[src/rtl/wb_clint_pkg.sv]
// Shared constants and helpers for the Wishbone CLINT: register offsets,
// the mtimecmp reset value and the byte-lane merge used by every write.
package wb_clint_pkg;

    localparam logic [31:0] OFF_MSIP        = 32'h0000_0000;
    localparam logic [31:0] OFF_MTIME_LO    = 32'h0000_0008;
    localparam logic [31:0] OFF_MTIME_HI    = 32'h0000_000C;
    localparam logic [31:0] OFF_MTIMECMP_LO = 32'h0000_0010;
    localparam logic [31:0] OFF_MTIMECMP_HI = 32'h0000_0014;

    localparam logic [63:0] MTIMECMP_RESET  = 64'hFFFF_FFFF_FFFF_FFFF;

    typedef enum logic [2:0] {
        REG_NONE,
        REG_MSIP,
        REG_MTIME_LO,
        REG_MTIME_HI,
        REG_CMP_LO,
        REG_CMP_HI
    } reg_sel_e;

    function automatic logic [31:0] merge_bytes(input logic [31:0] old_val,
                                                input logic [31:0] new_val,
                                                input logic [3:0]  sel);
        logic [31:0] res;
        res = old_val;
        for (int i = 0; i < 4; i++) begin
            if (sel[i]) res[8*i +: 8] = new_val[8*i +: 8];
        end
        return res;
    endfunction

endpackage

[src/rtl/clint_mtime.sv]
// Free-running prescaler plus the 64-bit mtime counter. A bus load of either
// word wins over a coincident tick; the prescaler keeps counting regardless.
module clint_mtime #(
    parameter int unsigned PRESCALE = 1
) (
    input  logic        clk,
    input  logic        rst,
    input  logic        load_lo,
    input  logic        load_hi,
    input  logic [31:0] load_data,
    output logic        tick,
    output logic [63:0] mtime
);

    localparam logic [15:0] LAST_COUNT = 16'(PRESCALE - 1);

    logic [15:0] count;

    assign tick = (count == LAST_COUNT);

    always_ff @(posedge clk) begin
        if (rst) begin
            count <= '0;
        end else if (tick) begin
            count <= '0;
        end else begin
            count <= count + 16'd1;
        end
    end

    // The full 64-bit add gives the low-to-high carry in the same cycle.
    always_ff @(posedge clk) begin
        if (rst) begin
            mtime <= '0;
        end else if (load_lo || load_hi) begin
            if (load_lo) mtime[31:0]  <= load_data;
            if (load_hi) mtime[63:32] <= load_data;
        end else if (tick) begin
            mtime <= mtime + 64'd1;
        end
    end

endmodule

[src/rtl/wb_clint.sv]
// Wishbone classic slave exposing MSIP, mtime and mtimecmp, and driving the
// registered timer and software interrupt lines of one hart.
module wb_clint
    import wb_clint_pkg::*;
#(
    parameter logic [31:0] BASE_ADDR  = 32'h1100_0000,
    parameter int unsigned ADDR_WIDTH = 5,
    parameter int unsigned PRESCALE   = 1
) (
    input  logic        clk,
    input  logic        rst,
    input  logic [31:0] wbs_addr,
    input  logic [31:0] wbs_dat_w,
    input  logic [3:0]  wbs_sel,
    input  logic        wbs_we,
    input  logic        wbs_cyc,
    input  logic        wbs_stb,
    input  logic [2:0]  wbs_cti,
    input  logic [1:0]  wbs_bte,
    output logic [31:0] wbs_dat_r,
    output logic        wbs_ack,
    output logic        wbs_err,
    output logic        timer_interrupt,
    output logic        software_interrupt
);

    localparam logic [31:0] OFF_MASK = 32'((64'd1 << ADDR_WIDTH) - 64'd1);

    logic [31:0] offset;
    logic        in_window;
    reg_sel_e    reg_sel;
    logic        resp_prev;
    logic        req;
    logic        hit;
    logic        wr;
    logic [31:0] rd_data;
    logic [31:0] wr_base;
    logic [31:0] wr_data;
    logic        msip;
    logic [63:0] mtimecmp;
    logic [63:0] mtime;
    logic        tick;
    logic        load_lo;
    logic        load_hi;
    logic        unused_bus;

    // Burst hints are irrelevant: every access is handled as a classic cycle.
    assign unused_bus = ^{wbs_cti, wbs_bte, tick};

    assign offset    = wbs_addr & OFF_MASK;
    assign in_window = ((wbs_addr & ~OFF_MASK) == (BASE_ADDR & ~OFF_MASK));

    always_comb begin
        reg_sel = REG_NONE;
        if (in_window && (wbs_addr[1:0] == 2'b00)) begin
            case (offset)
                OFF_MSIP:        reg_sel = REG_MSIP;
                OFF_MTIME_LO:    reg_sel = REG_MTIME_LO;
                OFF_MTIME_HI:    reg_sel = REG_MTIME_HI;
                OFF_MTIMECMP_LO: reg_sel = REG_CMP_LO;
                OFF_MTIMECMP_HI: reg_sel = REG_CMP_HI;
                default:         reg_sel = REG_NONE;
            endcase
        end
    end

    // A new request is only taken once the bus has been quiet for a full cycle.
    assign req = wbs_cyc && wbs_stb && !wbs_ack && !wbs_err && !resp_prev;
    assign hit = req && (reg_sel != REG_NONE);
    assign wr  = hit && wbs_we;

    always_comb begin
        rd_data = '0;
        wr_base = '0;
        case (reg_sel)
            REG_MSIP:     begin rd_data = {31'd0, msip};    wr_base = {31'd0, msip};    end
            REG_MTIME_LO: begin rd_data = mtime[31:0];      wr_base = mtime[31:0];      end
            REG_MTIME_HI: begin rd_data = mtime[63:32];     wr_base = mtime[63:32];     end
            REG_CMP_LO:   begin rd_data = mtimecmp[31:0];   wr_base = mtimecmp[31:0];   end
            REG_CMP_HI:   begin rd_data = mtimecmp[63:32];  wr_base = mtimecmp[63:32];  end
            default:      begin rd_data = '0;               wr_base = '0;               end
        endcase
    end

    assign wr_data = merge_bytes(wr_base, wbs_dat_w, wbs_sel);
    assign load_lo = wr && (reg_sel == REG_MTIME_LO);
    assign load_hi = wr && (reg_sel == REG_MTIME_HI);

    clint_mtime #(
        .PRESCALE (PRESCALE)
    ) u_mtime (
        .clk       (clk),
        .rst       (rst),
        .load_lo   (load_lo),
        .load_hi   (load_hi),
        .load_data (wr_data),
        .tick      (tick),
        .mtime     (mtime)
    );

    always_ff @(posedge clk) begin
        if (rst) begin
            wbs_ack            <= 1'b0;
            wbs_err            <= 1'b0;
            wbs_dat_r          <= '0;
            resp_prev          <= 1'b0;
            msip               <= 1'b0;
            mtimecmp           <= MTIMECMP_RESET;
            timer_interrupt    <= 1'b0;
            software_interrupt <= 1'b0;
        end else begin
            wbs_ack            <= hit;
            wbs_err            <= req && !hit;
            wbs_dat_r          <= (hit && !wbs_we) ? rd_data : 32'd0;
            resp_prev          <= wbs_ack || wbs_err;
            timer_interrupt    <= (mtime >= mtimecmp);
            software_interrupt <= msip;
            if (wr && reg_sel == REG_MSIP)   msip            <= wr_data[0];
            if (wr && reg_sel == REG_CMP_LO) mtimecmp[31:0]  <= wr_data;
            if (wr && reg_sel == REG_CMP_HI) mtimecmp[63:32] <= wr_data;
        end
    end

endmodule
[config.mk]
export PLATFORM = sky130hd
export DESIGN_NAME = wb_clint
export DESIGN_NICKNAME = d
export VERILOG_FILES = /design/src/rtl/wb_clint_pkg.sv /design/src/rtl/clint_mtime.sv /design/src/rtl/wb_clint.sv
export SDC_FILE = /design/constraint.sdc
export NUM_CORES = 1
export LEC_CHECK = 0
export ABC_AREA = 1
export CORE_MARGIN = 2
export CORE_UTILIZATION = 59
export CTS_CLUSTER_SIZE = 24
export DETAILED_ROUTE_END_ITERATION = 10
export PLACE_DENSITY = 0.81
export SLEW_MARGIN = 20
export SYNTH_ARGS = -nofsm -noshare
export SYNTH_HDL_FRONTEND = slang
export SYNTH_SLANG_ARGS = --single-unit
[constraint.sdc]
create_clock -name clk -period 2.5 [get_ports clk]
set_input_delay 0.25 -clock clk [delete_from_list [all_inputs] [get_ports clk]]
set_output_delay 0.25 -clock clk [all_outputs]
set_load 0.02 [all_outputs]
# Yosys cells after proc, flatten, opt, wreduce, memory -nomap -nowiden
# Cells that the tools add are included.
# Widths: inputs -> output; s select.
[classes]
n_eq_ne = 12
n_reduce_logical = 30
n_bitwise = 1
order_cmp = 1
add_sub_neg = 2
muxes = 11
[op_table]
columns = ["cell", "count"]
rows = [
  ["$pmux 32 s5", 1],
  ["$mux 64", 2],
  ["$add 64x1->64 const B", 1],
  ["$ge 64x64->1", 1],
  ["$mux 32", 2],
  ["$logic_not 32->1", 1],
  ["$mux 8", 4],
  ["$eq 27x24->1 const B", 1],
  ["$add 16x1->16 const B", 1],
  ["$logic_not 16->1", 1],
  ["$pmux 3 s5", 1],
  ["$logic_and 1x1->1", 14],
  ["$eq 5x4->1 const B", 2],
  ["$eq 5x5->1 const B", 2],
  ["$eq 3x2->1 const B", 2],
  ["$eq 3x3->1 const B", 2],
  ["$logic_not 1->1", 5],
  ["$ne 2x1->1 const B", 2],
  ["$reduce_and 2->1", 2],
  ["$reduce_or 2->1", 2],
  ["$eq 3x1->1 const B", 1],
  ["$mux 3", 1],
  ["$reduce_bool 3->1", 1],
  ["$logic_not 2->1", 1],
  ["3 further kinds", 4],
]
[word_totals]
ff_bits = 182
out_inout_bits = 36
input_bits = 78

# Longest topological paths before layout
# Gate-level depths: netlist of the first run.
[depth]
depth_word = 10
depth_mapped = 18
depth_no_buf = 16

# Hierarchy
# Synthesis of the first run repeated with hierarchy kept, for this count alone.
[hier_totals]
cells_unflattened = 1983
hier_area_um2 = 12246.7
[modules_own_cells]
columns = ["mod", "cells_each", "seq_area_each_um2", "instances", "area_per_inst_um2"]
rows = [
  ["wb_clint", 1005, 2042.0, 1, 6543.8],
  ["clint_mtime", 978, 1601.5, 1, 5703.0],
]

# Worst setup path after synthesis of the first run
# No wires, ideal clock.
[synth_path]
path_type = "register -> register"
startpoint = "register u_mtime.mtime[0]"
endpoint = "register u_mtime.mtime[62]"
arrival_ns = 2.038
path_stages_with_launch = 14
setup_ns = 0.109
setup_slack_ns = 0.353
path_cell_list = "dfxtp_1 -> ha_1 -> nand2_1 -> nor2_1 -> nand2_1 -> nor2_1 -> inv_1 -> nor3_1 -> nand3_1 -> xnor2_1 -> nand2_1 -> nand3_1 -> nand2_1 -> inv_1"
[synth_between]
elab_chain_cells = 3
[synth_lines]
columns = ["element", "line", "source"]
rows = [
  ["start: declaration", "clint_mtime.sv:12", "output logic [63:0] mtime"],
  ["start signal: assignment", "clint_mtime.sv:36", "if (load_lo) mtime[31:0] <= load_data;"],
  ["start signal: assignment", "clint_mtime.sv:39", "mtime <= mtime + 64'd1;"],
  ["$add 64x1->64", "clint_mtime.sv:39", ""],
  ["$mux 64", "clint_mtime.sv:38", "end else if (tick) begin"],
  ["$mux 64", "clint_mtime.sv:35", "end else if (load_lo || load_hi) begin"],
]
# Every way passes these cells. The select of a mux whose other input is x is not followed.
# A chain may end at the register's enable or synchronous reset.

# Final worst setup path of the first run
[layout_path]
startpoint = "input wbs_addr[24]"
endpoint = "register u_mtime.mtime[3]"
[layout_between]
elab_chain_cells = 10
word_cells_on_any_way = 21
cone_classes = "eq/ne: 7; mux: 5; reduce/logical: 9"
[layout_lines]
columns = ["element", "line", "source"]
rows = [
  ["start: declaration", "wb_clint.sv:12", "input logic [31:0] wbs_addr,"],
  ["$eq 27x24->1 *", "wb_clint.sv:51", "assign in_window = ((wbs_addr & ~OFF_MASK) == (BASE_ADDR & ~OFF_MASK));"],
  ["$logic_and 1x1->1 *", "wb_clint.sv:55", "if (in_window && (wbs_addr[1:0] == 2'b00)) begin"],
  ["$mux 3 *", "wb_clint.sv:55", ""],
  ["branches (longest 7 deep; another with $mux 64)", "-", ""],
]
# Mark *: on every way between the ends. The select of a mux whose other input is x is not followed.

==> results of run 1 <==
[critical path, stage by stage]
cell	delay [ns]
clkdlybuf4s50_1	0.48
inv_1	0.06
nor2_1	0.08
nand2_1	0.05
nor2_1	0.12
nand2_1	0.13
nor2_4	0.18
buf_4	0.28
buf_4	0.20
nand4_1	0.12
nand3_1	0.18
o21ai_1	0.07
nand2_1	0.22
nand2_1	0.15
a21oi_1	0.18
[area by class of cell]
cell class	instances	area (um2)
Fill cell	1595	4895
Timing Repair Buffer	314	2903
Clock inverter	13	156.4
Multi-Input combinational cell	1469	7621
Sequential cell	182	3643
Clock buffer	19	452.9
Tap cell	275	344.1
Inverter	268	1006
[cells in the final DEF (no fill, tap or decap), types with 17 or more instances in the layout]
cell	count
dfxtp_1	182
clkdlybuf4s50_1	108
nand3_1	104
buf_4	185
xor2_1	42
nor2_1	314
inv_1	261
clkbuf_16	18
o21bai_1	17
nand4_1	109
o21ai_0	42
o211ai_1	66
nor3_1	46
buf_12	19
ha_1	67
a21oi_1	91
nand2_1	452
o21ai_1	50
[worst max path at each step]
stage,startpoint,cells past startpoint,slack (ns),end
after floorplan,u_mtime.mtime[0],13,0.35,u_mtime.mtime[62]
after global routing,wbs_addr[24],15,-0.02,u_mtime.mtime[3]
after CTS,u_mtime.mtime[17],11,0.17,u_mtime.mtime[50]
after global placement,wbs_addr[24],17,-0.17,u_mtime.mtime[31]
after detailed placement,wbs_addr[24],17,-0.24,u_mtime.mtime[31]
final,wbs_addr[24],15,0.10,u_mtime.mtime[3]
[timing repair]
action / in CTS / in global routing
resized for setup: 0 / 10
setup endpoints to repair: 0 / 18
hold buffers: 0 / 0
buffers inserted: 0 / 0
[cells in the mapped netlist, types with 42 or more instances]
library cell	instances
dfxtp_1	182
o21ai_1	50
o21ai_0	42
ha_1	67
a21oi_1	93
nand3_1	104
nand4_1	109
inv_1	261
o211ai_1	66
nor3_1	47
nor2_1	315
nand2_1	457
xor2_1	42
[registers in the layout, summed over array words and instances, names as in the netlist]
signal	flops
mtimecmp	64
u_mtime.mtime	64
wbs_dat_r	32
u_mtime.count	16
msip	1
resp_prev	1
software_interrupt	1
timer_interrupt	1
wbs_ack	1
wbs_err	1
[logic make-up after synthesis]
| kind of cell | count (synthesis) |
|---|---|
| xor+xnor | 52 |
| buf+inv | 350 |
| compound gates | 280 |
| simple gates | 1070 |
| flops | 182 |
| fa+ha+maj | 67 |
[per-stage QoR]
step           total power, mW  TNS (ns)
2_1_floorplan            3.163         0
3_3_place_gp             3.433    -7.039
3_5_place_dp             3.446    -15.80
4_1_cts                  6.217         0
5_1_grt                  6.374  -0.01605
6_report                 6.261         0
[metal layers]
metal,share of wire (%),up-vias,wire length [um],global-route usage (%)
li1,-,7057,-,-
met1,41,6743,18940,56.68
met2,42,946,19840,61.89
met3,14,128,6389,10.94
met4,3.4,0,1583,13.87
met5,0,-,0,0
[report_power, final]
| part | internal, mW | total (mW) | switching (mW) |
|---|---|---|---|
| clock | 1.49 | 2.86 | 1.37 |
| combinational | 0.224 | 0.497 | 0.273 |
| sequential | 2.90 | 2.90 | 0.00385 |
==> results.md, run 1 <==
- R2R setup slack: approximately 0.11 ns
- Global-route wire length before repair: 70790 um
- Syn Inst Count: roughly 2000
- Status: complete, no violations
- Max Clock Skew: between 0.015 and 0.02 ns
- Final nets: between 2000 and 2500
- Synth warn: 0
- Capture point of the worst reg-to-reg path: u_mtime.mtime[45]
- Clock Latency Late Sink: roughly 0.45 ns
- Pwr Density: between 300 and 400 nW/um2
- Seq/Total Area, Yosys: between 20 and 30%
- TritonRoute pass-1 iters: 6
- # diodes: 0
- Clock sinks: 182
- Mapped cell area: between 10000 and 15000 um2
- DP Worst Slack: -0.2358 ns
- # rows: 53
- DRT iter0 DRCs: slightly above 2000
- Max_cap viols: 0
- CTS root buf: clkbuf_16
- Fin cells: about 2500
- Initial antenna violation count: 0
- Hold WC Path Type: reg2reg
- CP required: around 2.9 ns
- Synth Area in Compound Gates: about an eighth
- Fmax achieved: ~420 MHz
- Mux contribution to synthesized area: 0%
- Simple-gate area share of the yosys netlist: between 30% and 40%
- Syn_area_per_cell: between 6 and 7 um2
- Worst Hold Slack: between 0.4 and 0.5 ns
- Via count: 14870
- Worst vdd ir: about 0.46 mV
- Final Util: approximately 77%
- Area share of fa/ha/maj cells after synthesis: ~6.7%
- Syn nets: about 2100
- Routed Antenna Nets: 0
- Min Tclk post-route: between 2 and 2.5 ns
- Slew Limit Fails: 0
- Top FF cell, synth: dfxtp_1
- Hold Vio Cnt, Final: 0
- CTS clk-pin slew, worst paths: about 0.090 ns
- Fraction of layout cells with a size suffix above 1: ~12%
- Wirelength, routed: 46750 um
- GR Overflow Total: 0
- CTS H-Tree Depth: 4
- Gp weighted congestion: about 1.1
- Finish-stage setup viols: 0
- Die extent in y: 150.1 um
- Ys async rst share: 0%
- Total CTS buffers: 17
- Vias in the first global route: 13490
- Arr. time, crit path: approximately 2.8 ns
- Total GRT Usage: between 40% and 50%
- Routed WL per cell: 18.41 um
- Core area: between 20000 and 25000 um2
- Post-synth EDFFs: 0
- Min-delay src: msip
- Initial Util: 59.94%
- Worst reg2reg startpoint: u_mtime.mtime[34]
- Cells after DPL: approximately 2500
- Largest family of logic cells by synthesized area: simple AND/OR/NAND/NOR gates
- RSZ-0062 raised after global routing: yes
- # DRC: 0
- Post-DP Area: approximately 15000 um2
- Ports: about 110
- Hold Crit Depth: 2
- Hold endpoint: software_interrupt
- Crit path max fanout: 14
- Post-Synth XOR/XNOR Area: 3.615%
- Crit Path Category: in2reg
- R2R depth: 12
- Pin count of the biggest net entering global routing: between 50 and 60
- Max Root-Sink Buffers: 2
- Static Leak: just under 8 nW
- DIE WIDTH: roughly 150 um
- Slew @ Worst Pin: slightly above 0.5 ns
- Synth area leaders: dfxtp_1, nand2_1, nor2_1, inv_1, ha_1
- Synth-to-layout area growth: 27.99%
- Leading area contributor after synthesis: dfxtp_1
- Rel. slew slack: 66.04%
- Total die area: between 20000 and 25000 um2
- Area fraction of the dominant cell type after synthesis: roughly 29%
- CTS tree: yes
- Cell area after layout: 16130 um2
- Yosys cell types: 40
- Worst setup margin: 0.1024 ns
- Synth Register Bits: between 150 and 200
- Startpoint types: input pin
- I/O Buffers: between 100 and 150
- Final period util: around 96%
- Vias per cell: between 5 and 6
- Post-detail-place hpwl: around 36000 um
- Crit. End Element: flop
Note: power is estimated with default switching activity, not from simulation.
==> run 2: changes to the inputs <==
--- a/config.mk
+++ b/config.mk
@@ -7,10 +7,9 @@
 export LEC_CHECK = 0
 export ABC_AREA = 1
 export CORE_MARGIN = 2
-export CORE_UTILIZATION = 59
+export CORE_UTILIZATION = 43
 export CTS_CLUSTER_SIZE = 24
 export DETAILED_ROUTE_END_ITERATION = 10
-export PLACE_DENSITY = 0.81
 export SLEW_MARGIN = 20
 export SYNTH_ARGS = -nofsm -noshare
 export SYNTH_HDL_FRONTEND = slang
==> results.md, run 2 (same netlist as run 1, synthesis figures left out) <==
- Synth-to-layout area growth: 31.93%
- Status: complete, no violations
- Clock Latency Late Sink: 0.45 ns (about the same)
- Gp weighted congestion: 0.9531 (-10%)
- Die extent in y: 175.2 um (+17%)
- Slew @ Worst Pin: 0.5522 ns (+0.04677 ns)
- Leading cell types in the layout, fill and taps excluded: nand2_1, nor2_1, inv_1
- I/O Buffers: 108 (unchanged)
- Total CTS buffers: 17 (unchanged)
- Max_cap viols: 0 (unchanged)
- Post-CTS Setup Bufs: 0 (unchanged)
- # rows: 62 (+17%)
- Final period util: 96.02% (+0.12 points)
- DIE WIDTH: 175.2 um (+17%)
- Finish-stage setup viols: 0 (unchanged)
- Max Clock Skew: 0.01472 ns (-0.003702 ns)
- CP required: 2.84 ns (-0.03 ns)
- Routed WL per cell: 17.60 um (-4.4%)
- Crit Path Category: reg2reg
- # diodes: 0 (unchanged)
- Hold Vio Cnt, Final: 0 (unchanged)
- Largest stage delay, worst path: 0.45 ns (-0.03 ns)
- CTS clk-pin slew, worst paths: 0.08 ns (about the same)
- Routed Antenna Nets: 0 (unchanged)
- Ports: 114 (unchanged)
- Initial Util: 43.78% (-16 points)
- Critical Path End: u_mtime.mtime[53]
- Fraction of layout cells with a size suffix above 1: 14.19% (+2.0 points)
- Pin count of the biggest net entering global routing: 50 (-7.4%)
- Core area: 28780 um2 (+37%)
- DRT iter0 DRCs: 1423 (-30%)
- Tot Pwr: 6.095 mW (-2.7%)
- Global-route wire length before repair: 73570 um (+3.9%)
- Worst reg2reg startpoint: u_mtime.mtime[17]
- Final nets: 2443 (+1.9%)
- # DRC: 0 (unchanged)
- Crit. End Element: flop
- Fmax achieved: 416.6 MHz (-0.13%)
- Worst vdd ir: 0.3671 mV (-20%)
- R2R setup slack: 0.1 ns (about the same)
- CTS root buf: clkbuf_16
- Initial antenna violation count: 0 (unchanged)
- TritonRoute pass-1 iters: 6 (unchanged)
- Vias per cell: 5.360 (-8.5%)
- Commonest non-fill, non-tap cell in the layout: nand2_1
- Setup tns final: 0 ns (unchanged)
- GR Overflow Total: 0 (unchanged)
- Capture point of the worst reg-to-reg path: u_mtime.mtime[53]
- Max Root-Sink Buffers: 2 (unchanged)
- CP Cell Sequence: inv_1, nor3_2, nand2_1, nor3_1, nand3_1, xnor2_1, nand2_1, inv_1, nor2_1, a21oi_1
- Post-detail-place hpwl: 38130 um (+4.8%)
- Resize count post-CTS: 0 (unchanged)
- Arr. time, crit path: 2.74 ns (-0.03 ns)
- Hold WC Path Type: reg2reg
- R2R depth: 10 (-2)
- Top flop regs: mtimecmp x64, u_mtime.mtime x64, wbs_dat_r x32
- Rel. slew slack: 62.90% (-3.1 points)
- Static Leak: 8.009 nW (+3.0%)
- Wirelength, routed: 47420 um (+1.4%)
- Total die area: 30690 um2 (+36%)
- Slowest CP cell: nor3_1
- Startpoint types: flop
- Beginning of the critical path: u_mtime.mtime[17]
- Fillers: 2824 (+77%)
- Via count: 14440 (-2.9%)
- Min Tclk post-route: 2.401 ns (+0.003058 ns)
- Slew Limit Fails: 0 (unchanged)
- Total GRT Usage: 31.09% (-9.9 points)
- Hold Crit Depth: 2 (unchanged)
- Hold buffers post-CTS: 0 (unchanged)
- CTS H-Tree Depth: 4 (unchanged)
- Clock sinks: 182 (unchanged)
- Vias in the first global route: 13130 (-2.7%)
- RSZ-0062 raised after global routing: no
- Pwr Density: 366.7 nW/um2 (-5.6%)
- CTS tree: yes
- Crit path max fanout: 7 (-7)
[run 2: cell count changes in the layout (fill, tap and decap cells not counted), sizes merged]
| cell | change |
|---|---|
| buf | +47 |
| clkbuf | -2 |
| bufinv | -1 |
| clkinvlp | +1 |
| clkinv | +1 |
[run 2: layout make-up]
type,instances,area (um2),share of cell area (%)
tap,384,480.5,2.890
sequential,182,3645,21.93
clock inverter,14,135.1,0.8129
clock buffer,18,439.2,2.642
inverter,268,1006,6.052
multi-input combinational,1469,7631,45.91
timing repair buffer,360,3286,19.77
[run 2: worst max-delay path, delay by kind of cell (launching register included)]
kind	cells	cell delay, ns
buffers and inverters	2	0.21
AO/OA/AOI/OAI	1	0.08
AND/OR/NAND/NOR	6	1.36
XOR/XNOR	1	0.18
flip-flops	1	0.44
[run 2: layer usage]
metal / global-route usage [%] / wire length [um] / vias up
met2: 45.26 / 19200 / 610
met3: 6.680 / 4650 / 55
met5: 0 / 0 / -
met4: 8.125 / 1019 / 0
met1: 46.07 / 22560 / 6622
li1: - / - / 7157
[run 2: per-stage QoR]
step	instance area, um2	utilization (%)	worst slack [ns]	hold slack, ns	std cells
6_report	16620	57.76	0.09938	0.4597	2695
2_1_floorplan	12600	-	0.3533	0.4246	2001
4_1_cts	16580	57.60	0.01673	0.4618	2695
3_5_place_dp	16000	55.61	-0.3027	0.4506	2663
5_1_grt	16620	57.76	0.0004243	0.4796	2695
3_3_place_gp	16000	55.61	-0.3024	0.4530	2663
[run 2: report_power, final]
| group | leakage, nW | total (mW) | internal [mW] | switching (mW) |
|---|---|---|---|---|
| Combinational | 6.26 | 0.476 | 0.213 | 0.264 |
| Sequential | 1.47 | 2.90 | 2.90 | 0.00370 |
| Clock | 0.282 | 2.71 | 1.35 | 1.36 |
| Total | 8.01 | 6.09 | 4.47 | 1.63 |
[run 2: how the worst min path moves through the flow]
stage               from                  to  slack (ns)
finish              msip  software_interrupt        0.46
global route        msip  software_interrupt        0.48
CTS                 msip  software_interrupt        0.46
detailed placement  msip  software_interrupt        0.45
global placement    msip  software_interrupt        0.45
floorplan           msip  software_interrupt        0.42
==> run 3: changes to the inputs <==
--- a/config.mk
+++ b/config.mk
@@ -6,11 +6,10 @@
 export NUM_CORES = 1
 export LEC_CHECK = 0
 export ABC_AREA = 1
-export CORE_MARGIN = 2
+export CORE_MARGIN = 3
 export CORE_UTILIZATION = 43
 export CTS_CLUSTER_SIZE = 24
 export DETAILED_ROUTE_END_ITERATION = 10
-export SLEW_MARGIN = 20
 export SYNTH_ARGS = -nofsm -noshare
 export SYNTH_HDL_FRONTEND = slang
 export SYNTH_SLANG_ARGS = --single-unit
==> results.md, run 3 (same netlist as run 1, synthesis figures left out) <==
- Beginning of the critical path: wbs_addr[1]
- Final nets: 2460 (+0.70%)
- CP Cell Sequence: clkdlybuf4s50_1, nor2_4, inv_2, buf_4, nor3_4, buf_4, nand4_1, buf_12, buf_12, nor2_1, o21ai_1, nand2_1, nand2_1, a21oi_1
- Setup tns final: 0 ns (unchanged)
- Total CTS buffers: 17 (unchanged)
- Fraction of layout cells with a size suffix above 1: 14.27% (+0.074 points)
- Gp weighted congestion: 1.026 (+7.6%)
- Vias per cell: 5.324 (-0.67%)
- CTS root buf: clkbuf_16
- Largest stage delay, worst path: 0.44 ns (about the same)
- Slew Limit Fails: 0 (unchanged)
- CP required: 2.87 ns (+0.03 ns)
- Switch share: 26.58% (-0.14 points)
- Final period util: 94.34% (-1.7 points)
- Core area: 28780 um2 (unchanged)
- CTS tree: yes
- Pin count of the biggest net entering global routing: 49 (-2.0%)
- Cells after DPL: 2678 (+0.56%)
- DIE WIDTH: 177.2 um (+1.1%)
- Slowest CP cell: clkdlybuf4s50_1
- Pwr Density: 363.4 nW/um2 (-0.89%)
- Total die area: 31390 um2 (+2.3%)
- Tot Pwr: 6.084 mW (-0.17%)
- Top flop regs: mtimecmp x64, u_mtime.mtime x64, wbs_dat_r x32
- Fmax achieved: 424.0 MHz (+1.8%)
- Clock power frac: 44.1% (-0.4 points)
- Crit path max fanout: 17 (+10)
- Buf+Inv Stages, Crit Path: 6 (+4)
- Clock Latency Late Sink: 0.45 ns (about the same)
- Global-route wire length before repair: 74580 um (+1.4%)
- Min-delay src: u_mtime.count[3]
- Hold WC Path Type: reg2reg
- Clock sinks: 182 (unchanged)
- Fillers: 2848 (+0.85%)
- Leading cell types in the layout, fill and taps excluded: nand2_1, nor2_1, inv_1
- Worst Hold Slack: 0.4729 ns (+0.01327 ns)
- Fin cells: 2711 (+0.59%)
- Max_cap viols: 0 (unchanged)
- Hold buffers post-CTS: 0 (unchanged)
- Commonest non-fill, non-tap cell in the layout: nand2_1
- I/O Buffers: 108 (unchanged)
- Finish-stage setup viols: 0 (unchanged)
- CTS clk-pin slew, worst paths: 0.08 ns (about the same)
- Startpoint types: input pin
- Min Tclk post-route: 2.358 ns (-0.04215 ns)
- Die extent in y: 177.2 um (+1.1%)
- Seq pwr share: 47.7% (about the same)
- Ports: 114 (unchanged)
- Worst reg2reg startpoint: u_mtime.mtime[9]
- GR Overflow Total: 0 (unchanged)
- TritonRoute pass-1 iters: 6 (unchanged)
- Worst setup margin: 0.1415 ns (+0.04215 ns)
- Routed WL per cell: 18.08 um (+2.7%)
- RSZ-0062 raised after global routing: no
- P_int: 4.467 mW (about the same)
- Total GRT Usage: 31.17% (+0.079 points)
- Initial Util: 43.78% (unchanged)
- Via count: 14430 (-0.076%)
- Status: complete, no violations
- Static Leak: 8.081 nW (+0.90%)
- Vias in the first global route: 13160 (+0.23%)
- Hold Vio Cnt, Final: 0 (unchanged)
- CTS H-Tree Depth: 4 (unchanged)
- DRT iter0 DRCs: 1254 (-12%)
- Max Clock Skew: 0.01179 ns (-0.002925 ns)
- # DRC: 0 (unchanged)
- Post-detail-place hpwl: 40050 um (+5.0%)
- Rel. slew slack: 60.13% (-2.8 points)
- DP Worst Slack: -0.2561 ns (+0.04668 ns)
- # rows: 62 (unchanged)
- # diodes: 0 (unchanged)
- Arr. time, crit path: 2.73 ns (about the same)
- Routed Antenna Nets: 0 (unchanged)
- Switching power: 1.617 mW (-0.70%)
- Initial antenna violation count: 0 (unchanged)
- Slew @ Worst Pin: 0.5980 ns (+0.04577 ns)
- Max Root-Sink Buffers: 2 (unchanged)
- Gate family responsible for the most delay along the worst path: buffers and inverters
- Worst vdd ir: 0.3575 mV (-2.6%)
- Wirelength, routed: 49010 um (+3.3%)
- Crit Path Category: in2reg
- Crit. End Element: flop
- Comb power frac: 8.1% (+0.3 points)
- Synth-to-layout area growth: 32.88%
-- run 3: cell types whose count changed in the layout (fill, tap and decap cells not counted), sizes merged --
cell,before,now
buf,252,269
clkinvlp,1,2
inv,275,274
clkinv,6,3
clkbuf,18,20
-- run 3: per-layer routing --
metal  part of all wire [%]  wire length (um)  GRT usage (%)
met4                    1.6               775          6.383
met5                      0                 0              0
met2                     41             20210          45.67
met3                    9.7              4753          6.392
met1                     47             23270          47.03
-- run 3: path summary, 6_finish.rpt --
kind	endpoint	cells past startpoint	slack, ns
setup / recovery	u_mtime.mtime[53]	14	0.14
setup reg to reg	u_mtime.mtime[60]	11	0.19
hold reg to reg	u_mtime.count[3]	2	0.47
hold / removal	u_mtime.count[3]	2	0.47
-- run 3: worst register-to-register path: cells and delay by family, from the launching register on --
family	cells	cell delay, ns
simple gates	9	1.56
flops	1	0.51
xor+xnor	1	0.16
buf+inv	1	0.04
-- run 3: through the flow --
stage / cell area [um2] / util (%)
4_1_cts: 16710 / 58.06
5_1_grt: 16740 / 58.17
3_3_place_gp: 16150 / 56.13
3_5_place_dp: 16150 / 56.13
6_report: 16740 / 58.17
2_1_floorplan: 12600 / -
-- run 3: power by group through the flow --
stage | Combinational (mW) | Clock, mW | Sequential, mW
2_1_floorplan | 0.186 | 0 | 2.98
3_3_place_gp | 0.479 | 0 | 2.97
3_5_place_dp | 0.483 | 0 | 2.97
4_1_cts | 0.486 | 2.72 | 2.90
5_1_grt | 0.532 | 2.85 | 2.90
6_report | 0.494 | 2.69 | 2.90
-- run 3: final cells by class --
class,instances,area (um2),share of cell area (%)
multi-input combinational,1469,7602,45.41
sequential,182,3643,21.76
tap,384,480.5,2.870
clock inverter,11,108.9,0.6502
timing repair buffer,377,3455,20.63
inverter,268,1006,6.008
clock buffer,20,446.7,2.668
-- run 3: timing repair --
| item | in CTS | in global routing |
|---|---|---|
| buffers inserted | 0 | 2 |
| resized for setup | 0 | 5 |
| endpoints found under the hold margin | 0 | 0 |
| endpoints found under the setup margin | 0 | 10 |
